===== src/rtl/nearhit_result_tx_pkg.sv =====
// Shared raytrace types for the nearest-hit path: FSM encoding, frame word
// indices and the hit record exchanged with the comparator.
package nearhit_result_tx_pkg;

  typedef enum logic {
    ST_IDLE = 1'b0,
    ST_SEND = 1'b1
  } tx_state_e;

  localparam logic [2:0] W_RAYID  = 3'd0;
  localparam logic [2:0] W_ANYHIT = 3'd1;
  localparam logic [2:0] W_THI    = 3'd2;
  localparam logic [2:0] W_TLO    = 3'd3;
  localparam logic [2:0] W_U      = 3'd4;
  localparam logic [2:0] W_V      = 3'd5;
  localparam logic [2:0] W_TRIID  = 3'd6;

  localparam int unsigned FRAME_HIT_LEN  = 7;
  localparam int unsigned FRAME_MISS_LEN = 2;

  typedef struct packed {
    logic [31:0] t;
    logic [15:0] u;
    logic [15:0] v;
    logic [15:0] triID;
    logic        anyhit;
  } hit_rec_t;

endpackage


===== src/rtl/nearhit_word_mux.sv =====
// Selects the current frame word and its last flag from the captured hit
// record and the word index.
module nearhit_word_mux
  import nearhit_result_tx_pkg::*;
(
  input  logic [15:0] rayid_i,
  input  hit_rec_t    rec_i,
  input  logic [2:0]  idx_i,
  output logic [15:0] data_o,
  output logic        last_o
);

  always_comb begin
    data_o = '0;
    case (idx_i)
      W_RAYID:  data_o = rayid_i;
      W_ANYHIT: data_o = {rec_i.anyhit, 15'b0};
      W_THI:    data_o = rec_i.t[31:16];
      W_TLO:    data_o = rec_i.t[15:0];
      W_U:      data_o = rec_i.u;
      W_V:      data_o = rec_i.v;
      W_TRIID:  data_o = rec_i.triID;
      default:  data_o = '0;
    endcase
  end

  // A miss frame stops after the anyhit word.
  always_comb begin
    last_o = 1'b0;
    if (rec_i.anyhit)
      last_o = (32'(idx_i) == FRAME_HIT_LEN - 1);
    else
      last_o = (32'(idx_i) == FRAME_MISS_LEN - 1);
  end

endmodule


===== src/rtl/nearhit_result_tx.sv =====
// Nearest-hit result transmitter: snapshots the comparator record on raydone,
// streams it as a framed word sequence and pulses clearnear to the comparator.
module nearhit_result_tx
  import nearhit_result_tx_pkg::*;
#(
  parameter int RAYID_W = 16,
  parameter int WORD_W  = 16
) (
  input  logic               clk,
  input  logic               globalreset,
  input  logic               raydone,
  input  logic [RAYID_W-1:0] rayid,
  input  logic [31:0]        t,
  input  logic [15:0]        u,
  input  logic [15:0]        v,
  input  logic [15:0]        triID,
  input  logic               anyhit,
  output logic [WORD_W-1:0]  out_data,
  output logic               out_valid,
  input  logic               out_ready,
  output logic               out_last,
  output logic               clearnear,
  output logic               busy,
  output logic               overrun,
  input  logic               clr_ovf
);

  tx_state_e    state_q;
  logic [2:0]   idx_q;
  logic [15:0]  rayid_q;
  hit_rec_t     rec_q;
  logic         clearnear_q;
  logic         overrun_q;

  logic [15:0]  mux_data;
  logic         mux_last;
  logic         sending;
  logic         xfer;
  logic         last_xfer;
  logic         capture;
  logic         drop;

  nearhit_word_mux u_word_mux (
    .rayid_i (rayid_q),
    .rec_i   (rec_q),
    .idx_i   (idx_q),
    .data_o  (mux_data),
    .last_o  (mux_last)
  );

  assign sending   = (state_q == ST_SEND);
  assign xfer      = sending & out_ready;
  assign last_xfer = xfer & mux_last;
  // Capture is also allowed on the final handshake for zero-bubble framing.
  assign capture   = raydone & (~sending | last_xfer);
  assign drop      = raydone & sending & ~last_xfer;

  always_ff @(posedge clk or posedge globalreset) begin
    if (globalreset) begin
      state_q     <= ST_IDLE;
      idx_q       <= '0;
      rayid_q     <= '0;
      rec_q       <= '0;
      clearnear_q <= 1'b0;
      overrun_q   <= 1'b0;
    end else begin
      clearnear_q <= capture;
      if (capture) begin
        state_q      <= ST_SEND;
        idx_q        <= '0;
        rayid_q      <= rayid;
        rec_q.t      <= t;
        rec_q.u      <= u;
        rec_q.v      <= v;
        rec_q.triID  <= triID;
        rec_q.anyhit <= anyhit;
      end else if (last_xfer) begin
        state_q <= ST_IDLE;
        idx_q   <= '0;
      end else if (xfer) begin
        idx_q <= idx_q + 3'd1;
      end

      if (drop)
        overrun_q <= 1'b1;
      else if (clr_ovf)
        overrun_q <= 1'b0;
    end
  end

  assign out_valid = sending;
  assign busy      = sending;
  assign out_data  = sending ? mux_data : '0;
  assign out_last  = sending & mux_last;
  assign clearnear = clearnear_q;
  assign overrun   = overrun_q;

endmodule


===== config.mk =====
export PLATFORM = sky130hd
export DESIGN_NAME = nearhit_result_tx
export DESIGN_NICKNAME = d
export VERILOG_FILES = /design/src/rtl/nearhit_result_tx_pkg.sv /design/src/rtl/nearhit_word_mux.sv /design/src/rtl/nearhit_result_tx.sv
export SDC_FILE = /design/constraint.sdc
export NUM_CORES = 1
export LEC_CHECK = 0
export CAP_MARGIN = 20
export CORE_ASPECT_RATIO = 0.8
export CORE_MARGIN = 5
export CORE_UTILIZATION = 50
export CTS_BUF_LIST = sky130_fd_sc_hd__clkbuf_8 sky130_fd_sc_hd__clkbuf_16
export DETAILED_ROUTE_END_ITERATION = 8
export PLACE_DENSITY_LB_ADDON = 0.25
export RECOVER_POWER = 50
export SYNTH_ARGS = -nofsm -noshare
export SYNTH_HDL_FRONTEND = slang
export SYNTH_HIERARCHICAL = 1
export SYNTH_SLANG_ARGS = --single-unit
export TNS_END_PERCENT = 30

===== constraint.sdc =====
create_clock -name clk -period 3.8 [get_ports clk]
set_input_delay 0.76 -clock clk [delete_from_list [all_inputs] [get_ports clk]]
set_output_delay 0.76 -clock clk [all_outputs]
set_load 0.05 [all_outputs]

==> impl_results.md, run 1 <==
- Status: complete, but fails checks
- Failing checks: capacitance limit, slew limit
- Root Buffer: clkbuf_16
- Hpwl dp: 8.64 mm
- Gr usage total: 0.198
- YS warnings: 6
- # rows: 33
- Final Cycle Share: 0.867
- Yosys cell types: 44
- RSZ-0062 raised after global routing: no
- Commonest non-fill, non-tap cells in the layout: dfrtp_1, clkdlybuf4s50_1, mux2_2
- Final setup viols: 0
- Crit path DAT: 3.53 ns
- Gp weighted congestion: 0.856
- Max_cap viols: 1
- Chip width: 123 µm
- Clk pin slew, worst setup/hold paths: 0.07 ns
- Tightest Pin Transition: 2.27 ns
- Seq cells post-synth: 103
- Via-per-instance ratio: 5.35
- Layout fillers: 769
- CTS resizes: 0
- Grt ovf: 0
- Placed cells: 614
- Vias in the first global route: 3679
- Post-synth net total: 473
- Reg2reg setup slack: 0.51 ns
- Clk_skew: 0.00873 ns
- Total iterations of the first detailed-routing run: 4
- Critical Path Sink: rec_q[24]$_DFFE_PP0P_
- Maximum VDD drop: 0.884 mV
- CORE AREA: 10100 µm²
- Final hold slack: 0.503 ns
- Pleak: 2.94 nW
- Clock sink count: 103
- CP top delay family: simple AND/OR/NAND/NOR gates
- Longest Clk Path Bufs: 2
- I/O Pins: 123
- Ys async rst share: 1.00
- Pwr dens: 937 nW/µm²
- Post-synthesis cell area: 5100 µm²
- Met3 Use GR: 0.0575
- R2R cell count: 7
- Antenna viol nets, final: 0
- Initial antenna violation count: 0
- # DRC: 0
- Total setup buffers inserted after CTS: 0
- Post-synth EDFFs: 0
- Setup TNS: 0 ns
- Ratio of cells with drive above 1 in the final layout: 0.363
- Crit-path max FO: 39
- CP Data Required Time: 4.03 ns
- Cell Chain, Critical Path: nor2b_1, nand2_1, nand2_1, a21boi_0, nand2b_2, buf_4, mux2_4
- Synthesis-to-finish area growth: 31.1%
- Crit. End Element: flip-flop
- CTS Buf Count: 9
- Area of the multi-input gates: 2270 µm²
- GR Util met2: 0.316
- Crit path depth: 7
- CTS tree: done
- H-tree depth: 3
- Worst slew margin: -0.519
- R2R Path Start: idx_q[0]$_DFFE_PP0P_
- Hold_buf cts: 0
- Final worst setup slack: 0.506 ns
- Nets@finish: 588
- Design Area, Final: 6690 µm²
- Max Slew Vio Count: 51
- Crit Path Class: flip-flop to flip-flop
- GR peak layer: met2
- Mean post-synth cell area: 13.8 µm²
- Slowest cell on the critical path: dfrtp_2
- Met1 usage: 0.269
- Hold WC Path Type: flip-flop to flip-flop
- Antenna diodes: 0
- Reg2Reg Capture Point: rec_q[24]$_DFFE_PP0P_
- WL per Instance: 18.8 µm
- Register area share after synthesis: 0.505
- CP startpoint: idx_q[0]$_DFFE_PP0P_
- Clock Latency Late Sink: 0.34 ns
- Largest net degree at the start of global routing: 54
- Mapped Cells: 370
- Detailed Route WL: 11.8 mm
- Buf+Inv Stages, Crit Path: 1
- First-pass GRT wire length: 18.8 mm
- Initial Util: 0.504
- Port buffer count: 122
- CP Launch Type: flip-flop
- Top cell by count, worst path: nand2_1
- Endpoints failing hold: 0
- Die Span Y: 100 µm
- Top FF cell, synth: dfrtp_1
- Fin cells: 630
- Dpl ws: 0.887 ns
- Final core utilization: 0.661
- Vias: 3368
- Die area: 12300 µm²
- Tot Pwr: 6.27 mW
- Min Tclk post-route: 3.29 ns
- Drt initial violations: 213
- Slowest stage delay, CP: 0.74 ns
- FMAX: 304 MHz
- Cell Area, Placed: 6370 µm²
- Storage element area: 2580 µm²
==> synthesized netlist by cell type, drive strengths merged, types with 2 or more instances <==
cell type,count,share of area
and2b,2,0.0029
and3,2,0.0025
nand2b,2,0.0039
mux2i,3,0.0059
and2,17,0.021
o21ai,5,0.0056
nor2,5,0.0056
a221oi,8,0.022
nand3,2,0.0020
and3b,5,0.0086
a22oi,9,0.013
nor2b,2,0.0039
a22o,3,0.0052
buf,23,0.041
a31oi,6,0.0074
a2bb2oi,2,0.0034
o221ai,4,0.0069
a21oi,9,0.0088
dfrtp,103,0.51
inv,4,0.0029
clkbuf,5,0.0037
nand2,19,0.014
mux2,121,0.29
==> power by group <==
part,internal (mW),switching [mW]
Clock,0.598,0.403
Combinational,1.60,1.64
Sequential,1.65,0.377
==> how the worst min path moves through the flow <==
| stage | start | endpoint | slack, ns | cells after the start |
|---|---|---|---|---|
| after floorplan | rec_q[41]$_DFFE_PP0P_ | rec_q[41]$_DFFE_PP0P_ | 0.47 | 1 |
| after global placement | rec_q[41]$_DFFE_PP0P_ | rec_q[41]$_DFFE_PP0P_ | 0.48 | 1 |
| after detailed placement | rec_q[63]$_DFFE_PP0P_ | rec_q[63]$_DFFE_PP0P_ | 0.49 | 1 |
| after CTS | rec_q[40]$_DFFE_PP0P_ | rec_q[40]$_DFFE_PP0P_ | 0.51 | 1 |
| after global routing | rec_q[51]$_DFFE_PP0P_ | rec_q[51]$_DFFE_PP0P_ | 0.51 | 1 |
| final | rec_q[40]$_DFFE_PP0P_ | rec_q[40]$_DFFE_PP0P_ | 0.50 | 1 |
==> per-layer routing <==
layer | wire length [µm] | vias up
met5 | 0 | -
met3 | 871 | 11
met2 | 5570 | 116
met1 | 5280 | 1676
li1 | - | 1565
met4 | 107 | 0
==> final cells by class <==
| type | instances | share of cell area |
|---|---|---|
| clock inverter | 6 | 0.0140 |
| inverter | 5 | 0.00299 |
| timing repair buffer | 132 | 0.197 |
| multi-input combinational | 234 | 0.339 |
| tap | 140 | 0.0262 |
| clock buffer | 10 | 0.0357 |
| sequential | 103 | 0.385 |
==> logic make-up after synthesis <==
group | synth area share
mux | 0.296
flops | 0.505
simple gates | 0.0669
compound gates | 0.0812
buf+inv | 0.0485
fa+ha+maj | 0.00245
==> state kept, by name, summed over array words and instances, names as in the netlist <==
name / flops
clearnear: 1
busy: 1
rec_q: 81
rayid_q: 16
idx_q: 3
overrun: 1
Note: power is estimated with default switching activity, not from simulation.
==> inputs of run 2 (changes only) <==
SLEW_MARGIN = 25   (was unset)
==> results of run 2 <==
Same layout as run 1: the final DEF is identical, and so are final timing and power.
==> inputs of run 3 (changes only) <==
PLACE_DENSITY = 0.79   (was unset)
PLACE_DENSITY_LB_ADDON = unset   (was 0.25)
==> impl_results.md, run 3 (same netlist as run 1, synthesis figures left out) <==
- CTS Buf Count: 9
- Reg2Reg Capture Point: rec_q[29]$_DFFE_PP0P_
- WL per Instance: 19.5 µm
- CTS resizes: 0
- Antenna diodes: 0
- Initial Util: 0.504
- Top flop regs: rec_q x81, rayid_q x16, idx_q x3
- Initial antenna violation count: 0
- Crit path DAT: 2.65 ns
- Setup TNS: 0 ns
- Detailed Route WL: 12.2 mm
- Hpwl dp: 8.83 mm
- Antenna viol nets, final: 0
- Clk pin slew, worst setup/hold paths: 0.07 ns
- R2R cell count: 7
- Maximum VDD drop: 0.770 mV
- Fin cells: 628
- Pwr dens: 953 nW/µm²
- Max_cap viols: 1
- CP startpoint: idx_q[0]$_DFFE_PP0P_
- Biggest register: rec_q
- Root Buffer: clkbuf_16
- Placed cells: 612
- FMAX: 294 MHz
- Min Tclk post-route: 3.41 ns
- Final core utilization: 0.663
- Tightest Pin Transition: 1.67 ns
- Total iterations of the first detailed-routing run: 5
- Failing checks: capacitance limit, slew limit
- Max Slew Vio Count: 79
- Final setup viols: 0
- Die area: 12300 µm²
- Ratio of cells with drive above 1 in the final layout: 0.357
- Vias in the first global route: 3710
- CTS tree: done
- Clock Latency Late Sink: 0.34 ns
- Status: complete, but fails checks
- Hold WC Path Type: flip-flop to flip-flop
- Synthesis-to-finish area growth: 31.5%
- Endpoints failing hold: 0
- Crit. End Element: output port
- Commonest non-fill, non-tap cells in the layout: dfrtp_1, clkdlybuf4s50_1, mux2_2
- Die Span Y: 100 µm
- Largest net degree at the start of global routing: 79
- # DRC: 0
- Grt ovf: 0
- First-pass GRT wire length: 19.3 mm
- Via-per-instance ratio: 5.42
- Storage element area: 2580 µm²
- Chip width: 123 µm
- Crit-path max FO: 37
- Hold_buf cts: 0
- R2R Path Start: idx_q[0]$_DFFE_PP0P_
- Area of the multi-input gates: 2270 µm²
- CORE AREA: 10100 µm²
- Hold Crit Depth: 1
- Longest Clk Path Bufs: 2
- Worst slew margin: -0.116
- Final Cycle Share: 0.896
- Hold_sp: rec_q[58]$_DFFE_PP0P_
- Largest register FFs: 81
- H-tree depth: 3
- Tot Pwr: 6.39 mW
- Drt initial violations: 292
- Clk_skew: 0.00473 ns
- Gp weighted congestion: 0.868
- Crit Path Class: flip-flop to output port
- Worst hold endpoint: rec_q[58]$_DFFE_PP0P_
- CP Launch Type: flip-flop
- Nets@finish: 586
- Commonest non-fill, non-tap cell in the layout: dfrtp_1
- Gr usage total: 0.204
- # rows: 33
- Reg2reg setup slack: 0.70 ns
- Clock sink count: 103
- RSZ-0062 raised after global routing: no
- CP Data Required Time: 3.04 ns
- Vias: 3406
- Pleak: 2.95 nW
- Total setup buffers inserted after CTS: 0
- Layout fillers: 730
- I/O Pins: 123
- Port buffer count: 122
==> run 3: cell count changes in the layout (fill, tap and decap cells not counted), sizes merged <==
cell,previous run,this run
buf,27,23
bufinv,2,3
clkbuf,10,14
clkdlybuf4s50,102,100
clkinv,4,1
clkinvlp,2,1
dlygate4sd3,3,5
inv,3,4
==> run 3: cell type report <==
class                           count  share of cell area
Clock buffer                       12              0.0397
Tap cell                          140              0.0261
Inverter                            5             0.00336
Sequential cell                   103               0.384
Timing Repair Buffer              130               0.193
Multi-Input combinational cell    234               0.339
Clock inverter                      4              0.0147
==> run 3: worst max-delay path by stage <==
stage	end	slack (ns)
floorplan	busy$_DFFE_PP0P_	0.34
global placement	rec_q[28]$_DFFE_PP0P_	0.89
detailed placement	rec_q[29]$_DFFE_PP0P_	0.79
CTS	out_data[11]	0.40
global route	out_data[11]	0.23
finish	out_data[11]	0.39
==> run 3: report_power, final <==
part / total (mW) / leakage (nW) / switching [mW] / internal (mW)
Clock: 1.10 / 0.179 / 0.396 / 0.700
Combinational: 3.21 / 1.54 / 1.61 / 1.60
Sequential: 2.09 / 1.23 / 0.437 / 1.65
Total: 6.39 / 2.95 / 2.45 / 3.95
==> run 3: per-layer routing <==
| metal | GRT usage | part of all wire | up-vias |
|---|---|---|---|
| met4 | 0.0413 | 0.015 | 0 |
| li1 | - | - | 1560 |
| met3 | 0.0732 | 0.078 | 21 |
| met2 | 0.319 | 0.46 | 135 |
| met1 | 0.275 | 0.44 | 1690 |
| met5 | 0 | 0 | - |
==> run 3: stage by stage <==
stage	hold slack, ns	area [µm²]	setup WS (ns)
global placement	0.482	6350	0.894
CTS	0.506	6720	0.396
detailed placement	0.488	6350	0.791
floorplan	0.471	5100	0.336
global route	0.522	6710	0.235
finish	0.504	6710	0.395
==> run 3: critical path: stages (launching register included) <==
cell and delay, ns:
dfrtp_2 0.96, nor2b_1 0.49, a22oi_1 0.20, o221ai_1 0.28, and2_1 0.18, buf_4 0.19
